==> config.mk <==
export PLATFORM = sky130hd
export DESIGN_NAME = muldiv_unit
export DESIGN_NICKNAME = d
export VERILOG_FILES = /design/src/rtl/muldiv_unit.sv
export SDC_FILE = /design/constraint.sdc
export NUM_CORES = 1
export LEC_CHECK = 0
export BUFFER_PORTS_ARGS = -buffer_cell sky130_fd_sc_hd__buf_4
export CAP_MARGIN = 20
export CORE_MARGIN = 1
export CORE_UTILIZATION = 60
export CTS_CLUSTER_DIAMETER = 100
export DETAILED_ROUTE_END_ITERATION = 10
export PLACE_DENSITY = 0.79
export SETUP_SLACK_MARGIN = 0.2
export SYNTH_ARGS = -nofsm -noshare
export SYNTH_HDL_FRONTEND = slang
export SYNTH_SLANG_ARGS = --single-unit
==> constraint.sdc <==
create_clock -name clk -period 13.7 [get_ports clk]
set_input_delay 0.685 -clock clk [delete_from_list [all_inputs] [get_ports clk]]
set_output_delay 0.685 -clock clk [all_outputs]
set_load 0.03 [all_outputs]
==> src/rtl/muldiv_unit.sv <==
// muldiv_unit: iterative RV32M multiply/divide unit beside the ALU.
//
// Ports:
//   clk, reset        rising-edge clock, asynchronous active-high reset
//   start             request; sampled only in IDLE or DONE
//   funct3            000 MUL 001 MULH 010 MULHSU 011 MULHU
//                     100 DIV 101 DIVU 110 REM 111 REMU
//   a, b              operands rs1 / rs2
//   rd_in             destination register index
//   busy              operation in progress (core stalls)
//   done              one-cycle result-valid pulse
//   result, rd_out    writeback data / index, held until next done
//   we_out            done && rd_out != 0
//
// Build option: define MULDIV_FAST_MUL_EN to compute all multiplies with a
// single combinational product (done one edge after start, no busy phase).
// Divides always iterate.
module muldiv_unit #(
  parameter int XLEN    = 32,
  parameter int RADDR_W = 5
) (
  input  logic               clk,
  input  logic               reset,
  input  logic               start,
  input  logic [2:0]         funct3,
  input  logic [XLEN-1:0]    a,
  input  logic [XLEN-1:0]    b,
  input  logic [RADDR_W-1:0] rd_in,
  output logic               busy,
  output logic               done,
  output logic [XLEN-1:0]    result,
  output logic [RADDR_W-1:0] rd_out,
  output logic               we_out
);

  localparam int CNT_W = $clog2(XLEN + 1);

  typedef enum logic [1:0] {S_IDLE, S_BUSY, S_DONE} state_t;
  state_t state, state_nxt;

  logic [2:0]         op_q;
  logic [RADDR_W-1:0] rd_q;
  logic               neg_q;   // product / quotient negate
  logic               rneg_q;  // remainder negate (sign of dividend)
  logic [XLEN-1:0]    opb_q;   // multiplicand or divisor magnitude
  logic [2*XLEN-1:0]  acc;     // mul: {partial hi, multiplier}; div: {rem, dividend/quotient}
  logic [CNT_W-1:0]   cnt;

  // ---- operand decode on the request side ----
  logic              a_signed, b_signed, a_neg, b_neg;
  logic [XLEN-1:0]   a_mag, b_mag;
  logic              div_zero, div_ovf, special, accept;
  logic [XLEN-1:0]   special_res;

  always_comb begin
    if (funct3[2]) begin
      a_signed = !funct3[0];
      b_signed = !funct3[0];
    end else begin
      a_signed = (funct3[1:0] == 2'b01) || (funct3[1:0] == 2'b10);
      b_signed = (funct3[1:0] == 2'b01);
    end
  end

  assign a_neg = a_signed & a[XLEN-1];
  assign b_neg = b_signed & b[XLEN-1];
  assign a_mag = a_neg ? -a : a;
  assign b_mag = b_neg ? -b : b;

  assign div_zero = funct3[2] && (b == '0);
  assign div_ovf  = funct3[2] && !funct3[0] &&
                    (a == {1'b1, {(XLEN-1){1'b0}}}) && (b == '1);

`ifdef MULDIV_FAST_MUL_EN
  logic [2*XLEN-1:0] fast_prod;
  // Sign-extended 2*XLEN operands; the truncated product is exact mod 2^(2*XLEN).
  assign fast_prod = {{XLEN{a_neg}}, a} * {{XLEN{b_neg}}, b};
`endif

  always_comb begin
    special     = div_zero | div_ovf;
    special_res = '0;
    if (div_zero)     special_res = funct3[1] ? a : '1;
    else if (div_ovf) special_res = funct3[1] ? '0 : a;
`ifdef MULDIV_FAST_MUL_EN
    if (!funct3[2]) begin
      special     = 1'b1;
      special_res = (funct3[1:0] == 2'b00) ? fast_prod[XLEN-1:0]
                                           : fast_prod[2*XLEN-1:XLEN];
    end
`endif
  end

  assign accept = start && (state != S_BUSY);

  // ---- one iteration step ----
  logic [XLEN:0]      mul_sum, div_sh, div_diff;
  logic               div_ge;
  logic [2*XLEN-1:0]  acc_nxt, prod_s;
  logic [XLEN-1:0]    quo, rem, fin_res;

  assign mul_sum  = {1'b0, acc[2*XLEN-1:XLEN]} + (acc[0] ? {1'b0, opb_q} : '0);
  assign div_sh   = acc[2*XLEN-1:XLEN-1];
  assign div_ge   = div_sh >= {1'b0, opb_q};
  assign div_diff = div_sh - {1'b0, opb_q};

  always_comb begin
    if (op_q[2])
      acc_nxt = {(div_ge ? div_diff[XLEN-1:0] : div_sh[XLEN-1:0]), acc[XLEN-2:0], div_ge};
    else
      acc_nxt = {mul_sum, acc[XLEN-1:1]};
  end

  // Final sign fix-up applied to the last iteration's output.
  assign prod_s = neg_q  ? -acc_nxt : acc_nxt;
  assign quo    = neg_q  ? -acc_nxt[XLEN-1:0] : acc_nxt[XLEN-1:0];
  assign rem    = rneg_q ? -acc_nxt[2*XLEN-1:XLEN] : acc_nxt[2*XLEN-1:XLEN];

  always_comb begin
    if (op_q[2])                fin_res = op_q[1] ? rem : quo;
    else if (op_q[1:0] == 2'b00) fin_res = prod_s[XLEN-1:0];
    else                        fin_res = prod_s[2*XLEN-1:XLEN];
  end

  // ---- FSM ----
  always_ff @(posedge clk or posedge reset) begin
    if (reset) state <= S_IDLE;
    else       state <= state_nxt;
  end

  always_comb begin
    state_nxt = state;
    case (state)
      S_IDLE: if (start) state_nxt = special ? S_DONE : S_BUSY;
      S_BUSY: if (cnt == CNT_W'(1)) state_nxt = S_DONE;
      S_DONE: begin
        if (start) state_nxt = special ? S_DONE : S_BUSY;
        else       state_nxt = S_IDLE;
      end
      default: state_nxt = S_IDLE;
    endcase
  end

  // ---- datapath ----
  always_ff @(posedge clk or posedge reset) begin
    if (reset) begin
      op_q   <= '0;
      rd_q   <= '0;
      neg_q  <= 1'b0;
      rneg_q <= 1'b0;
      opb_q  <= '0;
      acc    <= '0;
      cnt    <= '0;
      result <= '0;
      rd_out <= '0;
    end else if (accept) begin
      op_q   <= funct3;
      rd_q   <= rd_in;
      neg_q  <= a_neg ^ b_neg;
      rneg_q <= a_neg;
      opb_q  <= funct3[2] ? b_mag : a_mag;
      acc    <= {{XLEN{1'b0}}, (funct3[2] ? a_mag : b_mag)};
      cnt    <= CNT_W'(XLEN);
      if (special) begin
        result <= special_res;
        rd_out <= rd_in;
      end
    end else if (state == S_BUSY) begin
      acc <= acc_nxt;
      cnt <= cnt - CNT_W'(1);
      if (cnt == CNT_W'(1)) begin
        result <= fin_res;
        rd_out <= rd_q;
      end
    end
  end

  assign busy   = (state == S_BUSY);
  assign done   = (state == S_DONE);
  assign we_out = done && (rd_out != '0);

endmodule

# Word level (Yosys, flattened, before mapping)
# Cells that the tools add are included.
dict set report classes {
  n_lt_le_gt_ge 1
  eq_ne 11
  reduce_logical 16
  muxes 36
  n_addsub 8
  bitwise_logic 4
}
# operator n
set op_table {}
lappend op_table {{2-to-1 mux 32 bit} 19}
lappend op_table {{2-to-1 mux 64 bit} 4}
lappend op_table {{negation 32 bit} 4}
lappend op_table {{equality test 32 bit (second input constant)} 2}
lappend op_table {{negation 64 bit} 1}
lappend op_table {{adder 32 x 32 -> 33 bit} 1}
lappend op_table {{>= comparator 33 x 32 -> 1 bit} 1}
lappend op_table {{zero test 32 bit} 1}
lappend op_table {{subtractor 32 bit} 1}
lappend op_table {{2-to-1 mux 5 bit} 4}
lappend op_table {{2-to-1 mux 6 bit} 2}
lappend op_table {{2-to-1 mux 2 bit} 4}
lappend op_table {{equality test 6 x 1 -> 1 bit (second input constant)} 1}
lappend op_table {{logical AND 1 bit} 6}
lappend op_table {{case mux 2 bit (3 select lines)} 1}
lappend op_table {{subtractor 6 x 1 -> 6 bit (second input constant)} 1}
lappend op_table {{nonzero test 5 bit} 1}
lappend op_table {{equality test 2 x 1 -> 1 bit (second input constant)} 2}
lappend op_table {{equality test 2 bit (second input constant)} 2}
lappend op_table {{zero test 2 bit} 2}
lappend op_table {{!= test 2 x 1 -> 1 bit (second input constant)} 2}
lappend op_table {{!= test 2 bit (second input constant)} 2}
lappend op_table {{nonzero test 2 bit} 2}
lappend op_table {{AND reduction 3 bit} 1}
lappend op_table {{7 further kinds} 9}
dict set report word_totals {
  out_inout_bits 40
  inputBits 75
  wordCells 86
  ff_bits 151
}

# Logic depth before layout (Yosys ltp)
# Gate-level depths: netlist of the first run.
dict set report logic_depth {
  ltp_word 10
  ltp_mapped 26
}

# Worst setup path after synthesis of the first run
# OpenSTA, ideal clock, no wires.
dict set report synth_path {
  path_kind {flip-flop to flip-flop}
  start {reg acc[43]}
  end {reg result[16]}
  setup_time_ns 0.126
  period_less_slack_ns 5.040
  n_path_buf 6
  path_slack_ns 8.660
  t_required_ns 13.574
  path_stages_with_launch 26
  arrival_ns 4.914
  cell_sequence {dfrtp_1 > ha_1 > buf_2 > nand4_2 > or3_4 > a2111oi_4 > o31a_1 > buf_4 > nor2_2 > buf_6 > clkbuf_1 > nand2_1 > nand2_1 > a21oi_1 > ha_1 > inv_1 > a211oi_1 > nand4_1 > or2_1 > clkbuf_1 > or2_1 > buf_2 > o21ai_0 > xnor2_1 > o22ai_1 > o32a_1}
}
dict set report synth_between {
  elab_chain_cells 10
  elab_cells_between_ends 17
}
# item line
set synth_rtl {}
lappend synth_rtl {{start: declaration} 46} ;# logic [2*XLEN-1:0] acc;
lappend synth_rtl {{start signal: assignment} 162} ;# acc <= {{XLEN{1'b0}}, (funct3[2] ? a_mag : b_mag)};
lappend synth_rtl {{start signal: assignment} 169} ;# acc <= acc_nxt;
lappend synth_rtl {{subtractor 32 bit / >= comparator 33 x 32 -> 1 bit (equally long branches)} {105, 104}}
lappend synth_rtl {{2-to-1 mux 32 bit} 109} ;# acc_nxt = {(div_ge ? div_diff[XLEN-1:0] : div_sh[XLEN-1:0]), acc[XLEN-2:0], div_ge};
lappend synth_rtl {{2-to-1 mux 64 bit *} 108} ;# if (op_q[2])
lappend synth_rtl {{negation 64 bit / negation 32 bit (equally long branches)} {115, 117}}
lappend synth_rtl {{2-to-1 mux 64 bit / 2-to-1 mux 32 bit (equally long branches)} {115, 117}}
lappend synth_rtl {{2-to-1 mux 32 bit (on tied branches)} {121, 120}}
lappend synth_rtl {{2-to-1 mux 32 bit *} 120} ;# if (op_q[2]) fin_res = op_q[1] ? rem : quo;
lappend synth_rtl {{2-to-1 mux 32 bit *} 171} ;# if (cnt == CNT_W'(1)) begin
lappend synth_rtl {{2-to-1 mux 32 bit *} 168} ;# end else if (state == S_BUSY) begin
lappend synth_rtl {{2-to-1 mux 32 bit *} 156} ;# end else if (accept) begin
lappend synth_rtl {{end signal: assignment} 165} ;# result <= special_res;
lappend synth_rtl {{end signal: assignment} 172} ;# result <= fin_res;
lappend synth_rtl {{end: declaration} 31} ;# output logic [XLEN-1:0] result,
# Every way passes the cells marked *; elsewhere a longest branch is shown, timed or not. The select of a mux whose other input is x is not followed.
# A chain may end at the register's enable or synchronous reset.

# Worst setup path after layout of the first run
dict set report layout_path {
  start {reg acc[44]}
  end {reg result[16]}
}
# Same word-level chain as after synthesis.

==> results of run 1 <==
critical path: cells and delay by family (launching register included):
kind	cells	cell delay (ns)
AO/OA/AOI/OAI	8	1.73
XOR/XNOR	1	0.14
adder cells (fa/ha/maj)	2	0.66
buffers and inverters	2	0.22
flip-flops	1	0.43
AND/OR/NAND/NOR	7	2.64
registers in the layout (all words and copies together), names as in the netlist:
signal  flops
acc        64
opb_q      32
result     32
cnt         6
rd_out      5
rd_q        5
op_q        3
state       2
neg_q       1
rneg_q      1
area by class of cell:
cell class	instances	area, µm²	area share [%]
Clock buffer	20	467	2.58
Timing Repair Buffer	145	1110	6.13
Clock inverter	12	190	1.05
Tap cell	341	427	2.36
Antenna cell	1	2.50	0.0138
Sequential cell	151	3780	20.9
Multi-Input combinational cell	1867	11800	65.3
Inverter	78	298	1.65
cell families (layout without fill, tap and decap cells):
group	after synthesis	in the layout
AND/OR/NAND/NOR	824	824
AO/OA/AOI/OAI	756	756
buffers and inverters	226	255
XOR/XNOR	160	160
flip-flops	151	151
adder cells (fa/ha/maj)	74	74
multiplexers	53	53
other	0	1
routing by layer:
layer / up-vias / track usage [%] / part of all wire (%)
met4: 8 / 32.1 / 7.8
met3: 326 / 13.1 / 13
met5: - / 0 / 0.081
met2: 1421 / 71.8 / 42
met1: 8732 / 60.7 / 37
li1: 8211 / - / -
cells in the mapped netlist (all sizes together), types with 19 or more instances:
cell type	n
a211oi	56
a21o	21
a21oi	203
a31oi	43
and2	47
and3	19
buf	41
clkbuf	107
dfrtp	151
ha	72
inv	77
mux2	19
mux2i	34
nand2	242
nand3	76
nand4	35
nor2	226
nor2b	21
nor3	56
o211ai	44
o21ai	201
o31ai	30
or3	20
xnor2	96
xor2	64
through the flow:
stage	instances	area (µm²)	worst slack [ns]	hold slack (ns)	util, %
floorplan	2244	16500	8.66	0.436	-
global placement	2581	17400	8.12	0.448	64.5
detailed placement	2581	17400	7.96	0.458	64.5
CTS	2613	18000	7.95	0.442	67.0
global route	2614	18100	7.44	0.458	67.1
finish	2615	18100	7.77	0.419	67.1
how the worst max path moves through the flow:
stage / to / depth (start not counted) / startpoint / slack (ns)
floorplan: result[16]$_DFFE_PP0P_ / 25 / acc[43]$_DFFE_PP0P_ / 8.66
global placement: result[16]$_DFFE_PP0P_ / 20 / acc[44]$_DFFE_PP0P_ / 8.12
detailed placement: result[16]$_DFFE_PP0P_ / 20 / acc[44]$_DFFE_PP0P_ / 7.96
CTS: result[16]$_DFFE_PP0P_ / 20 / acc[44]$_DFFE_PP0P_ / 7.95
global route: result[26]$_DFFE_PP0P_ / 20 / acc[44]$_DFFE_PP0P_ / 7.44
finish: result[16]$_DFFE_PP0P_ / 20 / acc[44]$_DFFE_PP0P_ / 7.77
cell usage in the layout, fill, tap and decap left out, types with 16 or more instances in the layout:
cell type / synthesis / routed
o31ai_1: 28 / 28
ha_1: 72 / 72
or3_1: 17 / 17
and2_1: 43 / 43
a31oi_1: 40 / 40
nand4_1: 33 / 33
nor2b_1: 21 / 21
nor4_1: 16 / 16
a21oi_1: 203 / 203
mux2i_1: 34 / 34
a211oi_1: 54 / 54
nor3_1: 55 / 55
xnor2_1: 96 / 96
nor2_1: 224 / 223
dfrtp_1: 151 / 150
nand3_1: 74 / 74
o211ai_1: 44 / 44
and3_1: 19 / 19
xor2_1: 64 / 64
clkbuf_16: 0 / 17
nand2_1: 242 / 242
a21o_1: 21 / 21
mux2_2: 18 / 18
o21ai_0: 195 / 194
inv_1: 77 / 75
buf_4: 2 / 144
==> run_results.csv, run 1 <==
group,metric,value,unit
yosys,synth-seq-cells,151,
worst_setup_path,regToRegStartpoint,"acc[44]$_DFFE_PP0P_",
yosys,synth_edf_count,0,
clock_network,cts_resized,0,
clock_network,cts-root-buf,"clkbuf_16",
yosys,synthXorXnorAreaFrac,8.51,%
timing,min_period_over_period,43.3,%
route,drc,0,
clock_network,holdBufCountCts,0,
timing,worstMarginPinSlew,1.12,ns
worst_setup_path,cp_slowest_cell,"nand2_1",
yosys,synthCells,2244,
place,port_buffers,114,
clock_network,cts_tree,"yes",
route,viasPerCell,7.15,
timing,finalSetupViolCount,0,
die,io_pins,115,
route,drt-initial-drc-count,2878,
timing,hold_viol,0,
timing,relSlewSlack,22.9,%
yosys,yosys.area_share.adder,5.71,%
timing,finalCriticalPeriod,5.93,ns
timing,timing.fmax,0.169,GHz
global_routing,grtUsageTotal,48.1,%
global_routing,grt_max_degree,106,
cells_and_area,finalNetCount,2409,
yosys,synthArstFlopShare,100,%
job,drv_cap,0,
worst_setup_path,path_cells,"ha_1, nand4_2, or3_4, a2111oi_4, o31ai_4, nand2_1, nand2_1, o21ai_0, a21oi_1, inv_1, ha_1, inv_1, a211oi_1, nand4_1, or2_1, or2_1, o21ai_0, xnor2_1, o22ai_1, o32a_1",
global_routing,grt_pass1_wl,103,mm
timing,skew,0.0134,ns
route,ant_nets,0,
timing,tns,0,ns
clock_network,clk_pin_slew,0.07,ns
worst_setup_path,critPathArrivalTime,6.26,ns
worst_setup_path,rr_worst_depth,20,
clock_network,cts_buffer_depth,2,
yosys,synth_area,16500,µm²
yosys,synthSimpleGateAreaFrac,23.9,%
die,die_w,168,µm
route,vias,18700,
clock_network,h-tree-depth,4,
cells_and_area,fill_cells,2348,
yosys,synth_top_area_cell,"dfrtp_1",
route,dr.pass1.iters,7,
cells_and_area,area_growth,9.74,%
worst_hold_path,hold_path_class,"input port to asynchronous set/reset pin",
route,wirelength,67.9,mm
die,start_util,61.1,%
yosys,synth_ff_type,"dfrtp_1",
yosys,syn_area_per_cell,7.34,µm²
worst_setup_path,crit_type,"flop to flop",
route,wl_per_cell,26.0,µm
yosys,synthDistinctLibCells,101,
yosys,synth_area_leaders,"dfrtp_1 23%, a21oi_1 6.2%, o21ai_0 5.9%",
worst_setup_path,cp_slowest_stage_delay,0.78,ns
global_routing,overflow,0,
clock_network,worstSkewPairLatency,0.45,ns
worst_setup_path,rrSetupSlack,7.77,ns
yosys,synth_seq_area_share,22.9,%
global_routing,antenna_found_initial,4,
yosys,synth_nets,2393,
place,dp.final_hpwl,51.2,mm
worst_setup_path,worst_ep_required_time,14.03,ns
yosys,synth-compound-area-share,30.0,%
die,design.core.area,27000,µm²
worst_setup_path,r2r_end,"result[16]$_DFFE_PP0P_",
place,globalplace.congestion,1.05,
die,dieArea,28100,µm²
outcome,status,"finished clean",
clock_network,cts.sink_count,151,
worst_setup_path,worst_setup_path_end_kind,"flop",
die,die_y,168,µm
worst_setup_path,cp_max_fo,23,
clock_network,cts-buffers-inserted,17,
yosys,synth_top_family_by_area,"compound AO/OA/AOI/OAI gates",
cells_and_area,layout-drive-gt1-share,11.3,%
worst_setup_path,critPathLaunchType,"flop",
timing,slew_violations,0,
yosys,synth_top_area_share,22.9,%
clock_network,cts_setup_buffers,0,
global_routing,first_global_vias,17200,
yosys,synthMuxAreaShare,3.39,%
die,rows,60,
yosys,yosysWarnings,0,
timing,rsz0062_at_grt,"false",
Power of run 1 is left out: the tool's default activity adds up to more than one toggle a clock period on the data nets, which glitch-free logic cannot reach.
==> run 2: changes to the inputs <==
- clock period: 13.7 -> 5.5 ns (I/O delays scaled with it)
==> run_results.csv, run 2 (same netlist as run 1, synthesis figures left out) <==
group,metric,value,unit
global_routing,first_global_vias,17500,
worst_hold_path,min_to,"rd_q[2]$_DFFE_PP0P_",
timing,tns,0,ns
cells_and_area,final_common_cell,"nand2_1",
worst_setup_path,critPathLaunchType,"flop",
worst_setup_path,critPathArrivalTime,5.51,ns
timing,min_period_over_period,94.3,%
global_routing,grtUsageTotal,47.5,%
cells_and_area,final_cell_mix,"242 x nand2_1, 223 x nor2_1, 201 x a21oi_1",
die,die_y,168,µm
worst_hold_path,hold_path_class,"input port to flop",
route,wl_per_cell,25.3,µm
clock_network,cts-buffers-inserted,17,
die,dieArea,28100,µm²
worst_hold_path,hp-start,"rd_in[2]",
timing,skew,0.00911,ns
worst_hold_path,whs_path_depth,3,
cells_and_area,area_growth,11.1,%
place,dp.final_hpwl,50.8,mm
global_routing,grt_pass1_wl,102,mm
cells_and_area,reg_top3,"acc: 64 flops, opb_q: 32 flops, result: 32 flops",
global_routing,grt_max_degree,86,
worst_setup_path,worst_setup_path_end_kind,"flop",
timing,finalCriticalPeriod,5.19,ns
place,globalplace.congestion,1.08,
cells_and_area,largest_reg_flops,64,
cells_and_area,top_register,"acc",
route,dr.pass1.iters,7,
global_routing,overflow,0,
clock_network,clk_pin_slew,0.07,ns
clock_network,worstSkewPairLatency,0.45,ns
cells_and_area,finalNetCount,2448,
route,ant_nets,0,
timing,rsz0062_at_grt,"true",
timing,slew_violations,0,
route,vias,18900,
clock_network,cts-root-buf,"clkbuf_16",
clock_network,cts.sink_count,151,
timing,relSlewSlack,28.4,%
route,drt-initial-drc-count,2797,
clock_network,cts_tree,"yes",
die,rows,60,
die,die_w,168,µm
clock_network,cts_buffer_depth,2,
timing,timing.fmax,0.193,GHz
timing,hold_viol,0,
die,start_util,61.1,%
worst_setup_path,crit_type,"flop to flop",
place,port_buffers,114,
worst_setup_path,regToRegStartpoint,"acc[0]$_DFFE_PP0P_",
route,viasPerCell,7.12,
global_routing,antenna_found_initial,4,
worst_setup_path,worst_ep_required_time,5.83,ns
timing,worstMarginPinSlew,1.07,ns
clock_network,h-tree-depth,4,
timing,finalSetupViolCount,0,
route,wirelength,67.1,mm
cells_and_area,layout-drive-gt1-share,13.0,%
die,design.core.area,27000,µm²
die,io_pins,115,
cells_and_area,fill_cells,2338,
worst_setup_path,r2r_end,"result[29]$_DFFE_PP0P_",
job,drv_cap,0,
worst_setup_path,rrSetupSlack,0.31,ns
route,drc,0,
worst_setup_path,rr_worst_depth,16,
worst_setup_path,cp_max_fo,20,
outcome,status,"finished clean",
## run 2: cell types whose count changed in the layout (fill, tap and decap cells not counted), sizes merged
cell	change
clkinvlp	+3
buf	+38
clkinv	+1
clkbuf	-1
bufinv	-3
dlygate4sd3	+1
## run 2: what timing repair did
action                     in CTS  in global routing
setup endpoints to repair       0                 15
hold buffers                    1                  0
gates resized for setup         0                 12
setup buffers                   0                  3
hold endpoints to repair       51                  0
## run 2: routing by layer
layer	part of all wire (%)	routed length, µm	up-vias	GRT usage [%]
li1	-	-	8307	-
met1	38	25400	8876	60.7
met2	42	28000	1416	69.9
met3	13	8520	304	12.2
met4	7.9	5280	2	33.3
met5	0.015	10	-	0
## run 2: per-stage QoR
step                hold WS [ns]  instances  area, µm²  worst slack (ns)  util (%)
floorplan                  0.380       2244      16500             0.460         -
global placement           0.365       2617      17700             0.396      65.5
finish                    0.0306       2654      18300             0.313      67.9
detailed placement         0.369       2617      17700             0.349      65.5
CTS                       0.0264       2650      18200             0.302      67.6
global route              0.0550       2653      18300             0.128      67.9
## run 2: worst max-delay path by stage
stage / from / end / slack (ns) / cells past startpoint
after CTS: acc[0]$_DFFE_PP0P_ / result[20]$_DFFE_PP0P_ / 0.30 / 15
after global placement: acc[0]$_DFFE_PP0P_ / result[20]$_DFFE_PP0P_ / 0.40 / 16
after detailed placement: acc[0]$_DFFE_PP0P_ / result[31]$_DFFE_PP0P_ / 0.35 / 15
after floorplan: acc[43]$_DFFE_PP0P_ / result[16]$_DFFE_PP0P_ / 0.46 / 25
after global routing: acc[0]$_DFFE_PP0P_ / result[29]$_DFFE_PP0P_ / 0.13 / 18
final: acc[0]$_DFFE_PP0P_ / result[29]$_DFFE_PP0P_ / 0.31 / 16
## run 2: area by class of cell
| type | instances | area, µm² | area share (%) |
|---|---|---|---|
| inverters | 78 | 298 | 1.63 |
| flip-flops and latches | 151 | 3780 | 20.7 |
| multi-input cells | 1867 | 11800 | 64.7 |
| repair buffers | 184 | 1390 | 7.58 |
| clock inverters | 13 | 125 | 0.684 |
| diodes | 1 | 2.50 | 0.0137 |
| well taps | 341 | 427 | 2.33 |
| clock buffers | 19 | 433 | 2.37 |
## run 2: worst max-delay path, stage by stage, from the launching register on
cell       delay [ns]
dfrtp_2          0.57
and2_1           0.24
ha_1             0.42
a21oi_1          0.11
o21ai_0          0.82
o31ai_1          0.21
buf_4            0.21
o311ai_0         0.41
mux2_2           0.26
a22oi_1          0.14
a2111oi_2        0.30
buf_4            0.19
nand4_1          0.09
nor3_1           0.47
mux2i_1          0.15
a311oi_1         0.35
o21ai_0          0.12
Power of run 2 is left out for the same reason.
